[config.mk]
export PLATFORM = sky130hd
export DESIGN_NAME = tx_pkt_flat
export DESIGN_NICKNAME = d
export VERILOG_FILES = /design/src/rtl/tx_pkt_if.sv /design/src/rtl/tx_pkt.sv /design/src/flat_wrapper.sv
export SDC_FILE = /design/constraint.sdc
export NUM_CORES = 1
export LEC_CHECK = 0
export ABC_AREA = 0
export CAP_MARGIN = 30
export CORE_MARGIN = 5
export CORE_UTILIZATION = 45
export CTS_BUF_LIST = sky130_fd_sc_hd__clkbuf_4
export CTS_CLUSTER_SIZE = 12
export DETAILED_ROUTE_END_ITERATION = 8
export PLACE_DENSITY = 0.82
export SETUP_SLACK_MARGIN = 0.3
export SYNTH_ARGS = -nofsm -noshare
export SYNTH_HDL_FRONTEND = slang
export SYNTH_SLANG_ARGS = --single-unit
[constraint.sdc]
create_clock -name clk -period 4.27 [get_ports clk]
set_input_delay 1.0675 -clock clk [delete_from_list [all_inputs] [get_ports clk]]
set_output_delay 1.0675 -clock clk [all_outputs]
set_load 0.01 [all_outputs]
[src/rtl/tx_pkt_if.sv]
// Switch / buffer / channel signal bundle for the tx_pkt packet transmitter.
// master: the transmitter side. slave: the environment (switch, buffer, responder).
interface tx_pkt_if #(
    parameter int SIZE         = 8,
    parameter int CHANNEL_BITS = 3,
    parameter int BUFF_BITS    = 3,
    parameter int LEN_BITS     = 4
);
    logic                    sw_req;
    logic [CHANNEL_BITS-1:0] sw_chnl;
    logic [BUFF_BITS-1:0]    sw_base;
    logic [LEN_BITS-1:0]     sw_len;
    logic                    sw_gnt;
    logic                    sw_done;
    logic [CHANNEL_BITS-1:0] cur_chnl;
    logic [BUFF_BITS-1:0]    buf_addr;
    logic [SIZE-1:0]         buf_data;
    logic                    ch_req;
    logic [SIZE-1:0]         ch_flit;
    logic                    ch_ack;

    modport master (
        input  sw_req, sw_chnl, sw_base, sw_len, buf_data, ch_ack,
        output sw_gnt, sw_done, cur_chnl, buf_addr, ch_req, ch_flit
    );

    modport slave (
        output sw_req, sw_chnl, sw_base, sw_len, buf_data, ch_ack,
        input  sw_gnt, sw_done, cur_chnl, buf_addr, ch_req, ch_flit
    );
endinterface

[src/rtl/tx_pkt.sv]
// Packet transmitter: on a switch request, streams sw_len flits read from a
// buffer starting at sw_base onto a two-phase req/ack channel.
module tx_pkt #(
    parameter int SIZE         = 8,
    parameter int CHANNEL_BITS = 3,
    parameter int BUFF_BITS    = 3,
    parameter int LEN_BITS     = 4
) (
    input logic     clk,
    input logic     reset,
    tx_pkt_if.master bus
);

    localparam int SUM_W = (BUFF_BITS > LEN_BITS) ? BUFF_BITS : LEN_BITS;

    typedef enum logic [1:0] {
        ST_IDLE = 2'd0,
        ST_SEND = 2'd1,
        ST_DONE = 2'd2
    } state_t;

    state_t                  r_state;
    state_t                  w_state_nxt;

    logic                    r_armed;
    logic                    r_ack_old;
    logic                    r_pend;
    logic                    r_ch_req;
    logic [SIZE-1:0]         r_ch_flit;
    logic                    r_sw_gnt;
    logic                    r_sw_done;
    logic [CHANNEL_BITS-1:0] r_cur_chnl;
    logic [BUFF_BITS-1:0]    r_base;
    logic [LEN_BITS-1:0]     r_len;
    logic [LEN_BITS-1:0]     r_cnt;

    logic                    w_ack;
    logic                    w_accept;
    logic                    w_zero;
    logic                    w_load;
    logic                    w_step;
    logic                    w_finish;
    logic                    w_last;
    logic [LEN_BITS:0]       w_cnt_inc;
    logic [BUFF_BITS-1:0]    w_buf_addr;

    // Buffer address wraps modulo 2^BUFF_BITS regardless of the counter width.
    function automatic logic [BUFF_BITS-1:0] addr_sum(
        input logic [BUFF_BITS-1:0] base,
        input logic [LEN_BITS-1:0]  cnt
    );
        logic [SUM_W-1:0] s;
        s = SUM_W'(base) + SUM_W'(cnt);
        return s[BUFF_BITS-1:0];
    endfunction

    assign w_ack      = bus.ch_ack ^ r_ack_old;
    assign w_cnt_inc  = {1'b0, r_cnt} + {{LEN_BITS{1'b0}}, 1'b1};
    assign w_last     = (w_cnt_inc == {1'b0, r_len});
    assign w_buf_addr = (r_state == ST_IDLE) ? bus.sw_base : addr_sum(r_base, r_cnt);

    assign bus.buf_addr = w_buf_addr;
    assign bus.ch_req   = r_ch_req;
    assign bus.ch_flit  = r_ch_flit;
    assign bus.sw_gnt   = r_sw_gnt;
    assign bus.sw_done  = r_sw_done;
    assign bus.cur_chnl = r_cur_chnl;

    // State register.
    always_ff @(posedge clk or negedge reset) begin
        if (!reset) r_state <= ST_IDLE;
        else        r_state <= w_state_nxt;
    end

    // Next-state decode; DONE is held until the request drops so a held request is not resent.
    always_comb begin
        w_state_nxt = r_state;
        case (r_state)
            ST_IDLE: begin
                if (w_accept)    w_state_nxt = ST_SEND;
                else if (w_zero) w_state_nxt = ST_DONE;
            end
            ST_SEND: begin
                if (w_finish) w_state_nxt = ST_DONE;
            end
            ST_DONE: begin
                if (!bus.sw_req) w_state_nxt = ST_IDLE;
            end
            default: w_state_nxt = ST_IDLE;
        endcase
    end

    // Action strobes per state; acks outside SEND, or while a flit load is pending, are dropped.
    always_comb begin
        w_accept = 1'b0;
        w_zero   = 1'b0;
        w_load   = 1'b0;
        w_step   = 1'b0;
        w_finish = 1'b0;
        case (r_state)
            ST_IDLE: begin
                if (r_armed && bus.sw_req) begin
                    if (bus.sw_len != '0) w_accept = 1'b1;
                    else                  w_zero   = 1'b1;
                end
            end
            ST_SEND: begin
                if (r_pend) begin
                    w_load = 1'b1;
                end else if (w_ack) begin
                    if (w_last) w_finish = 1'b1;
                    else        w_step   = 1'b1;
                end
            end
            default: ;
        endcase
    end

    // Ack edge detector history, plus an arm flag that keeps the first post-reset cycle inert.
    always_ff @(posedge clk or negedge reset) begin
        if (!reset) begin
            r_ack_old <= 1'b0;
            r_armed   <= 1'b0;
        end else begin
            r_ack_old <= bus.ch_ack;
            r_armed   <= 1'b1;
        end
    end

    // Packet descriptor capture on accept; later switch-side changes are ignored.
    always_ff @(posedge clk or negedge reset) begin
        if (!reset) begin
            r_base     <= '0;
            r_len      <= '0;
            r_cur_chnl <= '0;
        end else if (w_accept) begin
            r_base     <= bus.sw_base;
            r_len      <= bus.sw_len;
            r_cur_chnl <= bus.sw_chnl;
        end
    end

    // Flit counter; the pending flag gives buf_addr one cycle to settle on the new address.
    always_ff @(posedge clk or negedge reset) begin
        if (!reset) begin
            r_cnt  <= '0;
            r_pend <= 1'b0;
        end else begin
            if (w_accept) begin
                r_cnt  <= '0;
                r_pend <= 1'b0;
            end else if (w_step) begin
                r_cnt  <= w_cnt_inc[LEN_BITS-1:0];
                r_pend <= 1'b1;
            end else if (w_load) begin
                r_pend <= 1'b0;
            end
        end
    end

    // Channel side: each loaded flit is announced by one ch_req toggle.
    always_ff @(posedge clk or negedge reset) begin
        if (!reset) begin
            r_ch_req  <= 1'b0;
            r_ch_flit <= '0;
        end else if (w_accept || w_load) begin
            r_ch_req  <= ~r_ch_req;
            r_ch_flit <= bus.buf_data;
        end
    end

    // Switch side: grant spans the transfer, done pulses once when the packet completes.
    always_ff @(posedge clk or negedge reset) begin
        if (!reset) begin
            r_sw_gnt  <= 1'b0;
            r_sw_done <= 1'b0;
        end else begin
            if (w_accept)      r_sw_gnt <= 1'b1;
            else if (w_finish) r_sw_gnt <= 1'b0;
            r_sw_done <= w_zero | w_finish;
        end
    end

endmodule

[src/flat_wrapper.sv]
// flat-port wrapper written by rule: the top's interface ports become plain ports
module tx_pkt_flat 
#(
    parameter int SIZE         = 8,
    parameter int CHANNEL_BITS = 3,
    parameter int BUFF_BITS    = 3,
    parameter int LEN_BITS     = 4
)
  (clk, reset, bus_sw_req, bus_sw_chnl, bus_sw_base, bus_sw_len, bus_buf_data, bus_ch_ack, bus_sw_gnt, bus_sw_done, bus_cur_chnl, bus_buf_addr, bus_ch_req, bus_ch_flit);
  tx_pkt_if #(.SIZE(SIZE), .CHANNEL_BITS(CHANNEL_BITS), .BUFF_BITS(BUFF_BITS), .LEN_BITS(LEN_BITS)) bus_i ();
  input logic clk;
  input logic reset;
  input wire logic [$bits(bus_i.sw_req)-1:0] bus_sw_req;
  input wire logic [$bits(bus_i.sw_chnl)-1:0] bus_sw_chnl;
  input wire logic [$bits(bus_i.sw_base)-1:0] bus_sw_base;
  input wire logic [$bits(bus_i.sw_len)-1:0] bus_sw_len;
  input wire logic [$bits(bus_i.buf_data)-1:0] bus_buf_data;
  input wire logic [$bits(bus_i.ch_ack)-1:0] bus_ch_ack;
  output wire logic [$bits(bus_i.sw_gnt)-1:0] bus_sw_gnt;
  output wire logic [$bits(bus_i.sw_done)-1:0] bus_sw_done;
  output wire logic [$bits(bus_i.cur_chnl)-1:0] bus_cur_chnl;
  output wire logic [$bits(bus_i.buf_addr)-1:0] bus_buf_addr;
  output wire logic [$bits(bus_i.ch_req)-1:0] bus_ch_req;
  output wire logic [$bits(bus_i.ch_flit)-1:0] bus_ch_flit;
  assign bus_i.sw_req = bus_sw_req;
  assign bus_i.sw_chnl = bus_sw_chnl;
  assign bus_i.sw_base = bus_sw_base;
  assign bus_i.sw_len = bus_sw_len;
  assign bus_i.buf_data = bus_buf_data;
  assign bus_i.ch_ack = bus_ch_ack;
  assign bus_sw_gnt = bus_i.sw_gnt;
  assign bus_sw_done = bus_i.sw_done;
  assign bus_cur_chnl = bus_i.cur_chnl;
  assign bus_buf_addr = bus_i.buf_addr;
  assign bus_ch_req = bus_i.ch_req;
  assign bus_ch_flit = bus_i.ch_flit;
  tx_pkt #(.SIZE(SIZE), .CHANNEL_BITS(CHANNEL_BITS), .BUFF_BITS(BUFF_BITS), .LEN_BITS(LEN_BITS)) u_core (.clk(clk), .reset(reset), .bus(bus_i));
endmodule
### After elaboration in Yosys (flattened, before gate mapping)

Cells that the tools add are included.

| storage, ports and cells | value |
|---|---|
| input port bits | 22 |
| flip-flop bits (word level) | 30 |
| logic and storage cells | 60 |
| output and inout port bits | 17 |

| cells by class | value |
|---|---|
| bitwise gates (word level) | 3 |
| muxes and demuxes | 29 |
| equality and inequality tests | 6 |
| $add $sub $neg | 2 |
| reductions and logical operators | 8 |

Operator list:

| operator | count |
|---|---|
| two-way mux 1 bit | 21 |
| two-way mux 2 bit | 4 |
| two-way mux 4 bit | 2 |
| case mux 2 bit (3 select lines) | 1 |
| adder 4 x 1 -> 5 bit, second input constant | 1 |
| == test 5 x 4 -> 1 bit | 1 |
| nonzero test 2 bit | 2 |
| nonzero test 4 bit | 1 |
| adder 3 bit | 1 |
| two-way mux 3 bit | 1 |
| != test 3 x 1 -> 1 bit, second input constant | 1 |
| AND reduction 3 bit | 1 |
| nonzero test 3 bit | 1 |
| == test 2 x 1 -> 1 bit, second input constant | 1 |
| == test 2 bit, second input constant | 1 |
| zero test 2 bit | 1 |
| != test 2 x 1 -> 1 bit, second input constant | 1 |
| != test 2 bit, second input constant | 1 |
| logical AND 1 bit | 1 |
| logical OR 1 bit | 1 |
| NOT 1 bit | 1 |
| bitwise OR 1 bit | 1 |
| bitwise XOR 1 bit | 1 |

### Logic depth before layout (Yosys ltp)

Gate-level depths: netlist of the first run.

| logic depth | value |
|---|---|
| depth after elaboration | 8 |
| depth in mapped cells | 7 |
| depth with buffers taken out | 6 |

### Least setup slack after synthesis of the first run

OpenSTA, ideal clock, no wires.

| path | value |
|---|---|
| kind | register to output |
| from | register u_core.r_cnt[0] |
| to | output port bus_buf_addr[2] |
| buffers on the path | 0 |
| data required time | 3.203 ns |
| arrival time | 1.502 ns |
| path slack | 1.700 ns |
| cell stages (with the launch flop) | 7 |
| cell sequence | dfrtp_1 -> ha_1 -> inv_1 -> fa_1 -> xnor2_1 -> xnor2_1 -> mux2_2 |

| on the way | value |
|---|---|
| cells in the longest elaborated chain, start to end | 2 |

Ends and longest elaborated chain:

| item | RTL line | source |
|---|---|---|
| start: declaration | tx_pkt.sv:35 | `logic [LEN_BITS-1:0] r_cnt;` |
| start signal: assignment | tx_pkt.sv:153 | `r_cnt <= w_cnt_inc[LEN_BITS-1:0];` |
| adder 3 bit | tx_pkt.sv:53 | `s = SUM_W'(base) + SUM_W'(cnt);` |
| two-way mux 3 bit | tx_pkt.sv:60 | `assign w_buf_addr = (r_state == ST_IDLE) ? bus.sw_base : addr_sum(r_base, r_cnt);` |
| end: declaration | flat_wrapper.sv:22 | `output wire logic [$bits(bus_i.buf_addr)-1:0] bus_buf_addr;` |

Every way passes these cells.

### Worst setup path after layout of the first run

Ends and elaborated chain as after synthesis.

==> summary.txt, run 1 <==
Root Driver -> clkbuf_4
Antenna violations before repair -> 0
Vias in the first global route -> 1087
Worst-case reg-to-reg path depth -> 6
Synth Area in Simple Gates -> 10.5%
Most frequent cells in the layout -> clkdlybuf4s50_1, dfrtp_1, mux2_2
Area of the core -> 3030 µm²
Post-synthesis instance total -> 110
R2R Path Start -> u_core.r_cnt[0]
Minimum clock period -> 3.48 ns
Vias after detailed routing -> 984
Gr ovfl total -> 0
Die ar. -> 4370 µm²
Dpl hpwl -> 2270 µm
Post-DRT Antenna Nets -> 0
Cts hold-fix bufs -> 0
Clock Pin Slew Worst Setup and Hold Paths -> 0.09 ns
Die Ht -> 66.1 µm
Number of placed I/O pins -> 39
Pwr Density -> 718 nW/µm²
CTS resizes -> 0
Layout cells sized above 1 -> 19.7%
Netlist Area Pre-Place -> 1420 µm²
TritonRoute pass-1 iters -> 4
RSZ-0062 raised after global routing -> no
Setup WS pre-CTS -> 0.942 ns
H-tree Lvls -> 2
CP Launch Type -> flip-flop
Post-synthesis mux area share -> 15.8%
Post-Synth Adder-Cell Area -> 3.18%
Total GRT Usage -> 15.7%
Clock Sinks -> 30
Post-synthesis compound-gate area fraction -> 7.24%
GP Congestion -> 0.838
Ys Warns -> 0
Vias per std cell -> 5.02
CTS Buf Count -> 5
Final Hold Viols -> 0
Synthesized area per cell -> 12.9 µm²
Initial DRC Count -> 37
Max-slew violation count -> 0
Final setup TNS -> 0 ns
Final WS setup -> 0.789 ns
Row Count -> 20
Diode count -> 0
Routed WL -> 2970 µm
Leakage -> 0.776 nW
CTS Buffer Depth -> 2
Fill cells -> 236
First-pass GRT wire length -> 5080 µm
Layout area overhead -> 32.2%
Worst hold path type -> flip-flop to flip-flop
Clk_lat worst skew -> 0.32 ns
Pin count of the biggest net entering global routing -> 31
DRC Markers -> 0
Post-synthesis sequential area ratio -> 53.0%
IR drop worst, VDD -> 0.342 mV
Critical-path maximum fanout -> 6
Crit path from -> u_core.r_cnt[0]
Largest family of logic cells by synthesized area -> multiplexers
Clock Skews -> 0.0162 ns
Worst rel slew slack -> 64.1%
Hold path cells -> 1
DIE WIDTH -> 66.1 µm
Status -> finished, final reports clean
Synth cell types -> 32
Sequential cell area -> 751 µm²
Final Net Count -> 178
Initial Util -> 46.8%
Min-delay src -> u_core.bus.ch_req
XOR/XNOR Fraction of Synth Area -> 6.18%
Crit end category -> output pin
Max Fclk -> 287 MHz
Slew at the pin closest to its max-slew limit -> 0.536 ns
Final worst path period share -> 81.5%
Max cap viols -> 0
Synthesized Nets -> 135
Req. time, crit path -> 3.20 ns
Synthesis-stage register bit count -> 30
Drt wl/cell -> 15.1 µm
Setup CP Type -> flip-flop to output pin
Post-Layout Inst Area -> 1870 µm²
Footprint of the multi-input gates -> 612 µm²
Leading cell type in the layout, fill and taps excluded -> clkdlybuf4s50_1
Port bufs -> 38
Arrival time worst endpoint -> 2.41 ns
Dpl cell area -> 1830 µm²
Setup-failing EPs final -> 0
TritonCTS clock tree -> built
Post-CTS Setup Inserts -> 0
[report_power, final]
group | leakage, nW | switching (W) | internal, W | total [W]
registers | 0.360 | 0.0000956 | 0.000410 | 0.000505
clock network | 0.0246 | 0.0000905 | 0.0000561 | 0.000147
logic | 0.391 | 0.000287 | 0.000405 | 0.000692
total | 0.776 | 0.000473 | 0.000871 | 0.00134
[layer usage]
metal,share of wire [%],global-route usage (%)
met1,40,18.4
met2,54,26.1
met3,4.4,5.44
met4,1.7,6.09
met5,0,0
[kinds of logic after synthesis]
logic type / Yosys count
AOI/OAI and AO/OA: 13
xor gates and xnor gates: 10
adders and majority gates: 3
buffers and inverters: 10
DFF: 30
muxes: 20
other: 1
and+or+nand+nor: 23
[sequential cells by signal, summed over array words and instances (netlist names), 2 cells and up]
register and count:
u_core.bus.cur_chnl 3, u_core.bus.ch_flit 8, u_core.r_base 3, u_core.r_len 4, u_core.r_state 2, u_core.r_cnt 4
[path summary, 6_finish.rpt]
path	end	slack, ns
min	u_core.bus.ch_req	0.48
min reg2reg	u_core.bus.ch_req	0.48
max reg2reg	u_core.r_cnt[2]	2.31
min in group asynchronous	u_core.r_len[2]	1.12
max	bus_buf_addr[2]	0.79
max in group asynchronous	u_core.bus.ch_flit[5]	2.85
[synth_stat cells]
library cell  number  share of area (%)
a211oi_1           1               0.53
a21bo_2            1               0.71
a21o_2             1               0.62
a21oi_1            1               0.35
a31oi_1            1               0.44
buf_2              1               0.35
buf_6              2                1.6
conb_1             1               0.26
dfrtp_1           30                 53
fa_1               1                1.4
ha_1               2                1.8
inv_1              7                1.9
mux2_2            19                 15
mux2i_1            1               0.71
nand2_1            6                1.6
nand3_1            5                1.8
nand3b_1           1               0.53
nand4_2            1               0.88
nand4b_1           1               0.62
nor2_1             2               0.53
nor3_1             2               0.71
nor3b_1            1               0.53
nor4b_4            1                1.7
nor4bb_1           1               0.71
o211ai_1           2                1.1
o21ai_0            4                1.4
o311ai_1           1               0.62
o31ai_4            1                1.5
or3_1              1               0.44
or4_1              1               0.53
xnor2_1            8                4.9
xor2_1             2                1.2
[critical path: stages (launching register included)]
cell and delay (ns):
dfrtp_1 0.47, ha_1 0.18, inv_1 0.05, fa_1 0.38, xnor2_1 0.15, xnor2_1 0.12
mux2_2 0.27, clkdlybuf4s50_1 0.49
[metrics by stage]
stage / hold slack [ns] / total power (W) / cells / utilization (%)
after floorplan: 0.449 / 0.000917 / 110 / -
after global placement: 0.464 / 0.00117 / 190 / 60.5
after detailed placement: 0.466 / 0.00121 / 190 / 60.5
after CTS: 0.482 / 0.00136 / 196 / 61.9
after global routing: 0.501 / 0.00145 / 196 / 61.9
final: 0.480 / 0.00134 / 196 / 61.9
[layout make-up]
| class | count | share of cell area, % |
|---|---|---|
| multi-input combinational | 70 | 32.7 |
| sequential | 30 | 40.1 |
| clock inverter | 1 | 0.200 |
| timing repair buffer | 39 | 20.7 |
| tap | 44 | 2.94 |
| clock buffer | 5 | 2.00 |
| inverter | 7 | 1.40 |
Power figures use the tool's default switching activity.
==> run 2, diff against run 1 <==
--- a/config.mk
+++ b/config.mk
@@ -8,11 +8,11 @@
 export ABC_AREA = 0
 export CAP_MARGIN = 30
 export CORE_MARGIN = 5
-export CORE_UTILIZATION = 45
+export CORE_UTILIZATION = 44
 export CTS_BUF_LIST = sky130_fd_sc_hd__clkbuf_4
 export CTS_CLUSTER_SIZE = 12
 export DETAILED_ROUTE_END_ITERATION = 8
-export PLACE_DENSITY = 0.82
+export PLACE_DENSITY = 0.83
 export SETUP_SLACK_MARGIN = 0.3
 export SYNTH_ARGS = -nofsm -noshare
 export SYNTH_HDL_FRONTEND = slang
==> constraint.sdc (replaced) <==
create_clock -name clk -period 2.88 [get_ports clk]
set_input_delay 0.72 -clock clk [delete_from_list [all_inputs] [get_ports clk]]
set_output_delay 0.72 -clock clk [all_outputs]
set_load 0.01 [all_outputs]
==> run 2 against run 1 <==
Against the previous run:
- via count is 2.5% higher
- register-to-register slack worse by 1.4 ns
- sequential share of layout area is 0.55 points lower
- clock power is 65% higher
- final cell count is 1.5% higher
- critical path depth stayed put
- worst hold slack better by 0.012 ns
- die area is 1.9% higher
- critical endpoint unchanged
- largest power group unchanged
==> summary.txt, run 2 (same netlist as run 1, synthesis figures left out) <==
Most frequent cells in the layout -> clkdlybuf4s50_1, dfrtp_1, mux2_2
Drt wl/cell -> 15.4 µm
Final Hold Viols -> 0
Max Fclk -> 379 MHz
DRC Markers -> 0
Clock Pin Slew Worst Setup and Hold Paths -> 0.10 ns
Gr ovfl total -> 0
TritonCTS clock tree -> built
GP Congestion -> 0.803
First-pass GRT wire length -> 5040 µm
Row Count -> 20
Dpl hpwl -> 2290 µm
Max cap viols -> 0
Vias in the first global route -> 1115
Layout area overhead -> 34.1%
Vias per std cell -> 5.07
Cts hold-fix bufs -> 0
Setup WS pre-CTS -> 0.200 ns
Total GRT Usage -> 15.5%
Post-Layout Inst Area -> 1900 µm²
IR drop worst, VDD -> 0.538 mV
Die ar. -> 4450 µm²
Final setup TNS -> 0 ns
Post-CTS Setup Inserts -> 0
CP peak stage delay -> 0.37 ns
Arrival time worst endpoint -> 1.92 ns
Pin count of the biggest net entering global routing -> 31
Dpl cell area -> 1840 µm²
Port bufs -> 38
Initial DRC Count -> 21
Layout cells sized above 1 -> 24.5%
Slew at the pin closest to its max-slew limit -> 0.523 ns
CTS Buf Count -> 5
Status -> finished, final reports clean
Final Net Count -> 179
Clock Sinks -> 30
Critical-path maximum fanout -> 2
Antenna violations before repair -> 0
Minimum clock period -> 2.64 ns
Max-slew violation count -> 0
Root Driver -> clkbuf_4
Pwr Density -> 1060 nW/µm²
Diode count -> 0
Post-DRT Antenna Nets -> 0
Crit end category -> output pin
Clk_lat worst skew -> 0.33 ns
Final WS setup -> 0.243 ns
Worst hold slack -> 0.491 ns
CP Launch Type -> flip-flop
Clock Skews -> 0.0109 ns
Number of placed I/O pins -> 39
TritonRoute pass-1 iters -> 4
Vias after detailed routing -> 1009
Die Ht -> 66.7 µm
Leading cell type in the layout, fill and taps excluded -> clkdlybuf4s50_1
Hold path cells -> 1
Max reg flops -> 8
Routed WL -> 3060 µm
Req. time, crit path -> 2.16 ns
Slowest CP cell -> dfrtp_1
Initial Util -> 46.0%
Area of the core -> 3080 µm²
Worst hold path type -> flip-flop to flip-flop
Fill cells -> 252
Worst-case reg-to-reg path depth -> 7
Setup CP Type -> flip-flop to output pin
Post-Layout Cell Count -> 199
Placed cells -> 191
Setup-failing EPs final -> 0
CTS Buffer Depth -> 2
H-tree Lvls -> 2
Worst rel slew slack -> 64.9%
Worst path cell trace -> ha_1 -> inv_1 -> fa_2 -> xnor2_2 -> xnor2_1 -> mux2_2 -> clkbuf_2
DIE WIDTH -> 66.7 µm
Leakage -> 0.794 nW
RSZ-0062 raised after global routing -> yes
Final worst path period share -> 91.5%
## run 2: path summary, 6_finish.rpt
kind / from / slack [ns] / end
min reg2reg: u_core.bus.ch_req / 0.49 / u_core.bus.ch_req
min in group asynchronous: reset / 0.77 / u_core.r_cnt[0]
max: u_core.r_cnt[0] / 0.24 / bus_buf_addr[2]
max in group asynchronous: reset / 1.82 / u_core.r_len[1]
min: u_core.bus.ch_req / 0.49 / u_core.bus.ch_req
max reg2reg: u_core.r_cnt[0] / 0.87 / u_core.r_cnt[2]
## run 2: through the flow
| stage | total power (W) | utilization (%) |
|---|---|---|
| CTS | 0.00202 | 61.6 |
| floorplan | 0.00136 | - |
| global route | 0.00216 | 61.7 |
| global placement | 0.00175 | 59.8 |
| finish | 0.00201 | 61.7 |
| detailed placement | 0.00180 | 59.8 |
## run 2: area by class of cell
class	count	area [µm²]	area share [%]
clock buffers	5	37.5	1.98
clock inverters	3	16.3	0.856
inverters	7	26.3	1.38
multi-input cells	70	629	33.1
flip-flops and latches	30	751	39.5
well taps	44	55.1	2.90
repair buffers	40	384	20.2
## run 2: per-layer routing
metal	vias to the layer above	track usage, %	share of wire [%]
met5	-	0	0
met4	0	7.61	1.8
met3	6	4.38	5.0
met2	34	27.0	55
met1	493	17.2	39
li1	476	-	-
## run 2: repair_timing
item	CTS	global route
hold endpoints to repair	0	0
gates resized for setup	5	6
pin swaps	0	0
setup endpoints to repair	3	2
## run 2: worst max-delay path, delay by kind of cell, from the launching register on
| family | cells | cell delay [ns] |
|---|---|---|
| xor+xnor | 2 | 0.28 |
| fa+ha+maj | 2 | 0.49 |
| buf+inv | 2 | 0.18 |
| flops | 1 | 0.37 |
| mux | 1 | 0.26 |
## run 2: where the power goes
part           internal [W]  leakage, nW  switching [W]
logic              0.000578        0.405       0.000436
registers          0.000607        0.360       0.000146
clock network     0.0000906       0.0286       0.000151
